[src/rtl/jump_charge.sv]
// Jump-button charge meter: synchronizes and debounces a raw button, accumulates a
// distance while held, and reports it on release after a debounce and lockout window.
module jump_charge #(
    parameter int          SYNC_STAGES     = 2,
    parameter int          DEBOUNCE_CYCLES = 4,
    parameter int          TICK_DIV        = 8,
    parameter logic [7:0]  MAX_DIST        = 8'd60,
    parameter int          LOCKOUT_CYCLES  = 16
) (
    input  logic       clk,
    input  logic       restart,
    input  logic       btn,
    output logic [7:0] jump_dist,
    output logic       charging,
    output logic       saturated,
    output logic       jump_done,
    output logic [7:0] last_dist
);

    localparam int DEB_W  = $clog2(DEBOUNCE_CYCLES + 1);
    localparam int TICK_W = $clog2(TICK_DIV + 1);
    localparam int LOCK_W = $clog2(LOCKOUT_CYCLES + 1);

    localparam logic [DEB_W-1:0]  DEB_LAST  = DEB_W'(DEBOUNCE_CYCLES - 1);
    localparam logic [TICK_W-1:0] TICK_LAST = TICK_W'(TICK_DIV - 1);
    localparam logic [LOCK_W-1:0] LOCK_LAST = LOCK_W'(LOCKOUT_CYCLES - 1);

    typedef enum logic [2:0] {
        IDLE      = 3'd0,
        PRESS_DEB = 3'd1,
        CHARGING  = 3'd2,
        REL_DEB   = 3'd3,
        LOCKOUT   = 3'd4
    } state_t;

    state_t              state_q, state_d;
    logic [SYNC_STAGES-1:0] sync_q;
    logic                btn_s;
    logic [DEB_W-1:0]    deb_q, deb_d;
    logic [TICK_W-1:0]   tick_q, tick_d;
    logic [LOCK_W-1:0]   lock_q, lock_d;
    logic [7:0]          charge_q, charge_d;
    logic [7:0]          jump_dist_q, jump_dist_d;
    logic                charging_q, charging_d;
    logic                saturated_q, saturated_d;
    logic                jump_done_q, jump_done_d;
    logic [7:0]          last_dist_q, last_dist_d;
    logic                active_s;

    assign btn_s = sync_q[SYNC_STAGES-1];

    // Button synchronizer chain
    always_ff @(posedge clk or posedge restart) begin
        if (restart) begin
            sync_q <= '0;
        end else begin
            sync_q[0] <= btn;
            for (int i = 1; i < SYNC_STAGES; i++) begin
                sync_q[i] <= sync_q[i-1];
            end
        end
    end

    // Next-state and counter logic
    always_comb begin
        state_d     = state_q;
        deb_d       = deb_q;
        tick_d      = tick_q;
        lock_d      = lock_q;
        charge_d    = charge_q;
        last_dist_d = last_dist_q;
        jump_done_d = 1'b0;
        case (state_q)
            IDLE: begin
                if (btn_s) begin
                    state_d = PRESS_DEB;
                    deb_d   = DEB_W'(1);
                end else begin
                    deb_d   = '0;
                end
            end
            PRESS_DEB: begin
                if (!btn_s) begin
                    state_d = IDLE;
                    deb_d   = '0;
                end else if (deb_q >= DEB_LAST) begin
                    state_d  = CHARGING;
                    deb_d    = '0;
                    charge_d = 8'd1;
                    tick_d   = '0;
                end else begin
                    deb_d = deb_q + DEB_W'(1);
                end
            end
            CHARGING: begin
                // The tick runs on every edge spent here, including the one that leaves.
                if (tick_q >= TICK_LAST) begin
                    tick_d = '0;
                    if (charge_q != MAX_DIST) begin
                        charge_d = charge_q + 8'd1;
                    end else begin
                        charge_d = charge_q;
                    end
                end else begin
                    tick_d = tick_q + TICK_W'(1);
                end
                if (!btn_s) begin
                    state_d = REL_DEB;
                    deb_d   = DEB_W'(1);
                end else begin
                    deb_d   = '0;
                end
            end
            REL_DEB: begin
                if (btn_s) begin
                    state_d = CHARGING;
                    deb_d   = '0;
                end else if (deb_q >= DEB_LAST) begin
                    state_d     = LOCKOUT;
                    deb_d       = '0;
                    lock_d      = '0;
                    tick_d      = '0;
                    jump_done_d = 1'b1;
                    last_dist_d = charge_q;
                    charge_d    = 8'd0;
                end else begin
                    deb_d = deb_q + DEB_W'(1);
                end
            end
            LOCKOUT: begin
                if (lock_q >= LOCK_LAST) begin
                    state_d = IDLE;
                    lock_d  = '0;
                end else begin
                    lock_d  = lock_q + LOCK_W'(1);
                end
            end
            default: begin
                state_d  = IDLE;
                deb_d    = '0;
                tick_d   = '0;
                lock_d   = '0;
                charge_d = 8'd0;
            end
        endcase
    end

    // Outputs are derived from the upcoming state so they register on the same edge
    always_comb begin
        active_s    = (state_d == CHARGING) || (state_d == REL_DEB);
        jump_dist_d = active_s ? charge_d : 8'd0;
        charging_d  = active_s;
        saturated_d = active_s && (charge_d == MAX_DIST);
    end

    // State, counters and registered outputs
    always_ff @(posedge clk or posedge restart) begin
        if (restart) begin
            state_q     <= IDLE;
            deb_q       <= '0;
            tick_q      <= '0;
            lock_q      <= '0;
            charge_q    <= 8'd0;
            jump_dist_q <= 8'd0;
            charging_q  <= 1'b0;
            saturated_q <= 1'b0;
            jump_done_q <= 1'b0;
            last_dist_q <= 8'd0;
        end else begin
            state_q     <= state_d;
            deb_q       <= deb_d;
            tick_q      <= tick_d;
            lock_q      <= lock_d;
            charge_q    <= charge_d;
            jump_dist_q <= jump_dist_d;
            charging_q  <= charging_d;
            saturated_q <= saturated_d;
            jump_done_q <= jump_done_d;
            last_dist_q <= last_dist_d;
        end
    end

    assign jump_dist = jump_dist_q;
    assign charging  = charging_q;
    assign saturated = saturated_q;
    assign jump_done = jump_done_q;
    assign last_dist = last_dist_q;

endmodule
[config.mk]
export PLATFORM = sky130hd
export DESIGN_NAME = jump_charge
export DESIGN_NICKNAME = d
export VERILOG_FILES = /design/src/rtl/jump_charge.sv
export SDC_FILE = /design/constraint.sdc
export NUM_CORES = 1
export LEC_CHECK = 0
export ABC_AREA = 1
export ABC_CLOCK_PERIOD_IN_PS = 2000
export CAP_MARGIN = 20
export CORE_MARGIN = 3
export CORE_UTILIZATION = 46
export CTS_BUF_LIST = sky130_fd_sc_hd__clkbuf_4
export DETAILED_ROUTE_END_ITERATION = 6
export PLACE_DENSITY = 0.69
export SLEW_MARGIN = 0
export SYNTH_ARGS = -nofsm -noshare
export SYNTH_HDL_FRONTEND = slang
export SYNTH_SLANG_ARGS = --single-unit
export TNS_END_PERCENT = 10
[constraint.sdc]
create_clock -name clk -period 2 [get_ports clk]
set_clock_uncertainty 0.05 [all_clocks]
set_input_delay 0.4 -clock clk [delete_from_list [all_inputs] [get_ports clk]]
set_output_delay 0.4 -clock clk [all_outputs]
set_load 0.03 [all_outputs]
# Word level (Yosys, flattened, before mapping)
# Cells that the tools add are included.
# word_totals
ram_bits	0
elab_cells	74
latchBits	0
regBits	44
n_memories	0
mem_bits_ro	0
# classes
mux	34
n_eq_ne	11
n_reduce_logical	8
mul	0
shift	0
n_addsub	4
div	0
n_bitwise	3
magnitude_cmp	3
# op_table
operator	count
$mux W8	7
$pmux W8 S4	1
$mux W3	10
$pmux W3 S5	2
$mux W4	4
$pmux W4 S4	1
$mux W5	3
$pmux W5 S3	1
$eq A3 B2 Y1 const B	4
$reduce_and A3 Y1	3
$add A8 B1 Y8 const B	1
$eq A8 B6 Y1 const B	1
$ne A8 B6 Y1 const B	1
$ne A2 B2 Y1 const B	3
$add A5 B1 Y5 const B	1
$ge A5 B4 Y1 const B	1
$mux W1	5
$add A4 B1 Y4 const B	1
$ge A4 B3 Y1 const B	1
$add A3 B1 Y3 const B	1
$eq A3 B1 Y1 const B	1
$eq A3 B3 Y1 const B	1
$ge A3 B2 Y1 const B	1
$logic_not A3 Y1	1
5 further kinds	7

# Depth between registers and ports, before layout
# Gate-level depths: netlist of the first run.
# depth
depth_word	7
ltp_mapped	13

# Worst setup path before layout of the first run
# No wires, ideal clock.
# synth_path
kind	reg2reg
from	reg deb_q[0]
to	reg lock_q[2]
path_buffers	0
arrival_time_ns	1.682
path_slack_ns	0.156
setup_time_ns	0.113
stages_incl_launch_ff	10
t_required_ns	1.837
path_cell_list	dfrtp_1 -> ha_1 -> ha_1 -> nor2_1 -> nand2_1 -> a31oi_1 -> inv_1 -> a21o_1 -> nand2_1 -> inv_1
# synth_between
elab_chain_cells	3
# synth_rtl
element	line	rtl
start: declaration	39	logic [DEB_W-1:0] deb_q, deb_d;
start signal: assignment	160	deb_q <= '0;
start signal: assignment	171	deb_q <= deb_d;
$ge A3 B2 Y1	118	end else if (deb_q >= DEB_LAST) begin
$ne A2 B2 Y1 (no line)	--	
$reduce_and A3 Y1 (no line)	--	
end signal: assignment	173	lock_q <= lock_d;
end: declaration	41	logic [LOCK_W-1:0] lock_q, lock_d;
# Every way passes these cells.
# A chain may end at the register's enable or synchronous reset.

# Final worst setup path of the first run
# layout_path
from	reg deb_q[0]
to	reg saturated_q (netlist: saturated)
# layout_between
elab_chain_cells	7
word_cells_on_any_way	16
cone_classes	order compare (1); eq/ne (3); mux (10); reduce/logical (2)
# layout_rtl
element	line	rtl
$ge A3 B2 Y1 (*)	86, 118	
$mux W3 (on tied branches)	118, 86	
$mux W3 (on tied branches)	115, 83	
$pmux W3 S5	73	case (state_q)
$eq A3 B2 Y1	150	active_s = (state_d == CHARGING) || (state_d == REL_DEB);
$logic_or A1 B1 Y1	150	
$logic_and A1 B1 Y1 (*)	153	saturated_d = active_s && (charge_d == MAX_DIST);
net saturated_d	45	logic saturated_q, saturated_d;
end signal: assignment	177	saturated_q <= saturated_d;
end: declaration	45	
# Mark *: on every way through the listed nets, which the timed path passes. The rest lies on a longest branch.

==> results of run 1 <==
## registers in the layout, summed over array words and instances (netlist names)
signal / flops
charge_q: 8
jump_dist: 8
last_dist: 8
lock_q: 5
tick_q: 4
deb_q: 3
state_q: 3
sync_q: 2
charging: 1
jump_done: 1
saturated: 1
## how the worst max path moves through the flow
| stage | startpoint | endpoint | slack, ns |
|---|---|---|---|
| floorplan | deb_q[0] | lock_q[2] | 0.16 |
| global placement | deb_q[0] | jump_dist[1] | 0.02 |
| detailed placement | deb_q[0] | jump_dist[6] | -0.04 |
| CTS | deb_q[0] | saturated | 0.06 |
| global route | deb_q[0] | saturated | -0.10 |
| finish | deb_q[0] | saturated | 0.08 |
## layout make-up
class | instances | area (sq um) | area share
clock inverters | 3 | 46.3 | 0.0180
inverters | 30 | 113 | 0.0438
well taps | 52 | 65.1 | 0.0253
multi-input cells | 175 | 916 | 0.357
clock buffers | 5 | 37.5 | 0.0146
flip-flops and latches | 44 | 1100 | 0.429
repair buffers | 30 | 290 | 0.113
## cell usage after synthesis, drive strengths merged (2+ instances only)
cell / number
nand4: 9
nor3: 2
a21oi: 11
nand3: 18
o21ai: 14
nor2: 21
inv: 30
buf: 5
dfrtp: 44
nand2: 80
ha: 7
a31oi: 2
## worst max-delay path, cell delays in order, from the launching register on
cell and delay, ns:
dfrtp_1 0.43, ha_1 0.22, ha_1 0.21, nor2_4 0.14, nand4_1 0.16, nand2_1 0.12
nor2_2 0.07, nand2_1 0.06, nand2_1 0.08, a21oi_1 0.16, nand2_1 0.08, nor2_1 0.10
## power groups by stage
stage	clock [mW]	sequential (mW)	combinational, mW
4_1_cts	0.592	1.07	0.693
3_5_place_dp	0	1.09	0.685
3_3_place_gp	0	1.09	0.679
2_1_floorplan	0	1.07	0.506
5_1_grt	0.617	1.10	0.789
6_report	0.573	1.08	0.698
## cell usage in the layout (no fill, tap or decap), drive strengths merged, types with 2 or more instances in the layout
master         Yosys  final
dfrtp             44     44
a31oi              2      2
nand4              9      9
ha                 7      7
inv               30     30
a21oi             11     11
buf                5      9
clkdlybuf4s50      0     21
nor3               2      2
clkbuf             0      5
nand2             80     80
nand3             18     18
nor2              21     21
o21ai             14     14
## layer usage
layer	vias to the layer above	global-route usage	share of wire
li1	893	-	-
met1	840	0.257	0.50
met2	32	0.251	0.43
met3	5	0.0459	0.052
met4	0	0.0474	0.013
met5	-	0	0
## timing repair
item	4_1_cts	5_1_grt
gates resized for setup	2	4
endpoints found under the setup margin	8	13
pin swaps	0	1
## metrics by stage
step	cell area (sq um)	utilization
final	2570	0.582
after global routing	2570	0.582
after CTS	2550	0.578
after detailed placement	2460	0.558
after global placement	2460	0.558
after floorplan	2140	-
## kinds of logic (layout without fill, tap and decap cells)
group                    count (synthesis)  in the layout  synth area share
buffers and inverters                   35             68            0.0706
XOR/XNOR                                 1              1           0.00408
adder cells (fa/ha/maj)                  7              7            0.0408
AO/OA/AOI/OAI                           37             37             0.103
flip-flops                              44             44             0.513
AND/OR/NAND/NOR                        130            130             0.268
==> results.toml, run 1 <==
[yosys]
ys_warn_count = 0
ys_seq_elements = 44
ys_types = 33
ys_async_sr_fraction = 1.00
syn_inst = 254
synthFlopType = "dfrtp_1"
synth_top_area_frac = 0.513
ys_top_cells_by_area = "dfrtp_1 51%, nand2_1 14%, inv_1 4.9%, ha_1 4.1%, nand3_1 4.0%"
synth_seq_area_share = 0.513
synthesis.nets = 264
syn_avg_cell_area_sq_um = 8.44
synth_edf_count = 0
syn-cell-area_sq_um = 2140
synth_top_area_cell = "dfrtp_1"

[power]
seq_power_share = 0.459
switching_share = 0.365
p_per_area_nw_per_um2 = 914
power.share.clock = 0.244
ir_worst_vdd_v = 0.000454
p_int_mw = 1.49
fin_total_pwr_mw = 2.35
pwr-share-comb = 0.297
power_switching_mw = 0.857
p_leak_nw = 1.29

[global_route]
antenna_found_initial = 0
grtUsageTotal = 0.173
grt_pass1_vias = 1609
grt_pass1_wl_um = 7390
grt_max_degree = 45
grt_overflow = 0

[cells_and_area]
nFillCells = 411
drive_gt1_frac = 0.118
final_cells = 339
diodes = 0
nets = 296
area_growth_pct = 19.8

[cts]
cts_tree = "built"
cts_hold_buffers = 0
clockBufferDepth = 2
clock_latency_ns = 0.37
post_cts_buffers = 0
h-tree-depth = 2
clk_pin_slew_ns = 0.14
cts_sinks = 44
numCtsBuffers = 5
cts_root_buffer = "clkbuf_4"

[floorplan]
fp.dieH_um = 74.3
start_util = 0.486
die-area_sq_um = 5520
dieWidth_um = 74.3
rows = 24
io_pins = 22
fp.coreArea_sq_um = 4410

[setup_path]
worst-setup-path-type = "reg2reg"
critPathLaunchType = "register"
reg2reg_from = "deb_q[0]"
cp_max_fo = 5
critPathArrivalTime_ns = 2.17
r2r_setup_slack_ns = 0.08
critPathCaptureType = "register"
cp.required_ns = 2.25
r2r-end = "saturated"
rr_worst_depth = 11

[drt]
ant_nets = 0
drt-initial-drc-count = 99
wl_per_cell_um = 12.8
routed_via_density = 5.22
wl_um = 4340
route.detailed.drc = 0
drt_pass1_iterations = 4
vias = 1770

[timing]
drv_slew = 0
worst_pin_slew_ns = 0.374
finalCriticalPeriod_ns = 1.92
relSlewSlack = 0.750
min_period_over_period = 0.960
fin_tns_setup_ns = 0
hold_viol = 0
fmax_ghz = 0.521
setup_viol = 0
rsz0062_at_grt = "true"
holdWs_ns = 0.292
setup_slack_ns = 0.0797

[placed_design]
placedCellCount = 331
io_buffers = 21
gp_congestion = 0.906
hpwl_um = 3250
pre_cts_ws_ns = -0.0430

[worst_hold_path]
min_path_type = "in2async"

[outcome]
status = "finished clean"

[flow_run]
drv_cap = 0
Note: power is estimated with default switching activity, not from simulation.
==> run 2, diff against run 1 <==
CTS_CLUSTER_SIZE = 24   (was unset)
==> results of run 2 <==
No change in the layout: final DEF, timing and power equal those of run 1.
==> run 3, diff against run 2 <==
RECOVER_POWER = 25   (was unset)
==> results.toml, run 3 (synthesis results as in run 1) <==
[outcome]
status = "finished clean"

[power]
fin_total_pwr_mw = 2.34
ir_worst_vdd_v = 0.000454
p_per_area_nw_per_um2 = 917
p_leak_nw = 1.29

[drt]
vias = 1768
drt-initial-drc-count = 99
route.detailed.drc = 0
ant_nets = 0
wl_per_cell_um = 12.8
routed_via_density = 5.22
wl_um = 4340
drt_pass1_iterations = 5

[timing]
fin_tns_setup_ns = 0
min_period_over_period = 0.960
drv_slew = 0
hold_viol = 0
fmax_ghz = 0.521
rsz0062_at_grt = "true"
setup_viol = 0
relSlewSlack = 0.307
worst_pin_slew_ns = 1.04
finalCriticalPeriod_ns = 1.92

[setup_path]
critPathCaptureType = "register"
critPathArrivalTime_ns = 2.17
critPathLaunch = "deb_q[0]"
cp.required_ns = 2.25
reg2reg_from = "deb_q[0]"
cp_max_fo = 5
worst-setup-path-type = "reg2reg"
critPathLaunchType = "register"

[cells_and_area]
multi_input_area_sq_um = 916
drive_gt1_frac = 0.118
final_cell_mix = "77 x nand2_1, 44 x dfrtp_1, 27 x inv_1"
area_growth_pct = 19.1
final_common_cell = "nand2_1"
regArea_sq_um = 1100
diodes = 0
nFillCells = 413
nets = 296

[floorplan]
die-area_sq_um = 5520
fp.dieH_um = 74.3
fp.coreArea_sq_um = 4410
start_util = 0.486
dieWidth_um = 74.3
rows = 24
io_pins = 22

[cts]
clock_latency_ns = 0.37
h-tree-depth = 2
cts_root_buffer = "clkbuf_4"
cts_hold_buffers = 0
cts_sinks = 44
clk_pin_slew_ns = 0.13
clockBufferDepth = 2
numCtsBuffers = 5
cts_tree = "built"

[global_route]
grt_max_degree = 45
grt_overflow = 0
antenna_found_initial = 0
grt_pass1_wl_um = 7390
grt_pass1_vias = 1609
grtUsageTotal = 0.173

[placed_design]
io_buffers = 21
gp_congestion = 0.906
hpwl_um = 3250

[worst_hold_path]
hold_start = "sync_q[0]"
min_path_type = "reg2reg"

[flow_run]
drv_cap = 0
[run 3: power breakdown]
part / internal, mW / leakage [nW] / switching, mW
Combinational: 0.247 / 0.642 / 0.446
Clock: 0.267 / 0.0418 / 0.306
Sequential: 0.972 / 0.605 / 0.105
Total: 1.49 / 1.29 / 0.857
[run 3: cell type report]
cell class	count	area share
tap	52	0.0255
inverter	30	0.0441
clock buffer	5	0.0147
multi-input combinational	175	0.359
timing repair buffer	30	0.108
sequential	44	0.431
clock inverter	3	0.0181
[run 3: per-layer routing]
layer | wire (um) | vias to the layer above | GRT usage
met5 | 0 | - | 0
met4 | 55 | 0 | 0.0474
met3 | 221 | 5 | 0.0459
met2 | 1870 | 30 | 0.251
met1 | 2200 | 840 | 0.257
li1 | - | 893 | -
[run 3: what timing repair did]
item                       CTS  global route
setup endpoints to repair    8            13
hold endpoints to repair     0             0
resized for setup            2             4
pin swaps                    0             1
setup buffers                0             0
[run 3: through the flow]
step           std cells  area (sq um)  setup slack (ns)  hold WS, ns   util
3_5_place_dp         331          2460           -0.0430        0.287  0.558
2_1_floorplan        254          2140             0.156        0.281      -
4_1_cts              339          2550            0.0578        0.303  0.578
3_3_place_gp         331          2460            0.0215        0.292  0.558
5_1_grt              339          2550            -0.105        0.339  0.579
6_report             339          2550            0.0796        0.317  0.579
[run 3: path summary, 6_finish.rpt]
kind	endpoint	slack (ns)	cells after the start
worst min-delay path	sync_q[1]	0.32	0
worst max register to register	saturated	0.08	11
worst max-delay path	saturated	0.08	11
max in group asynchronous	state_q[0]	0.54	3
worst min register to register	sync_q[1]	0.32	0
min in group asynchronous	jump_done	0.72	3
[run 3: critical path, stage by stage, from the launching register on]
cell,delay (ns)
dfrtp_1,0.43
ha_1,0.22
ha_1,0.21
nor2_4,0.14
nand4_1,0.16
nand2_1,0.12
nor2_2,0.07
nand2_1,0.06
nand2_1,0.08
a21oi_1,0.16
nand2_1,0.08
nor2_1,0.10
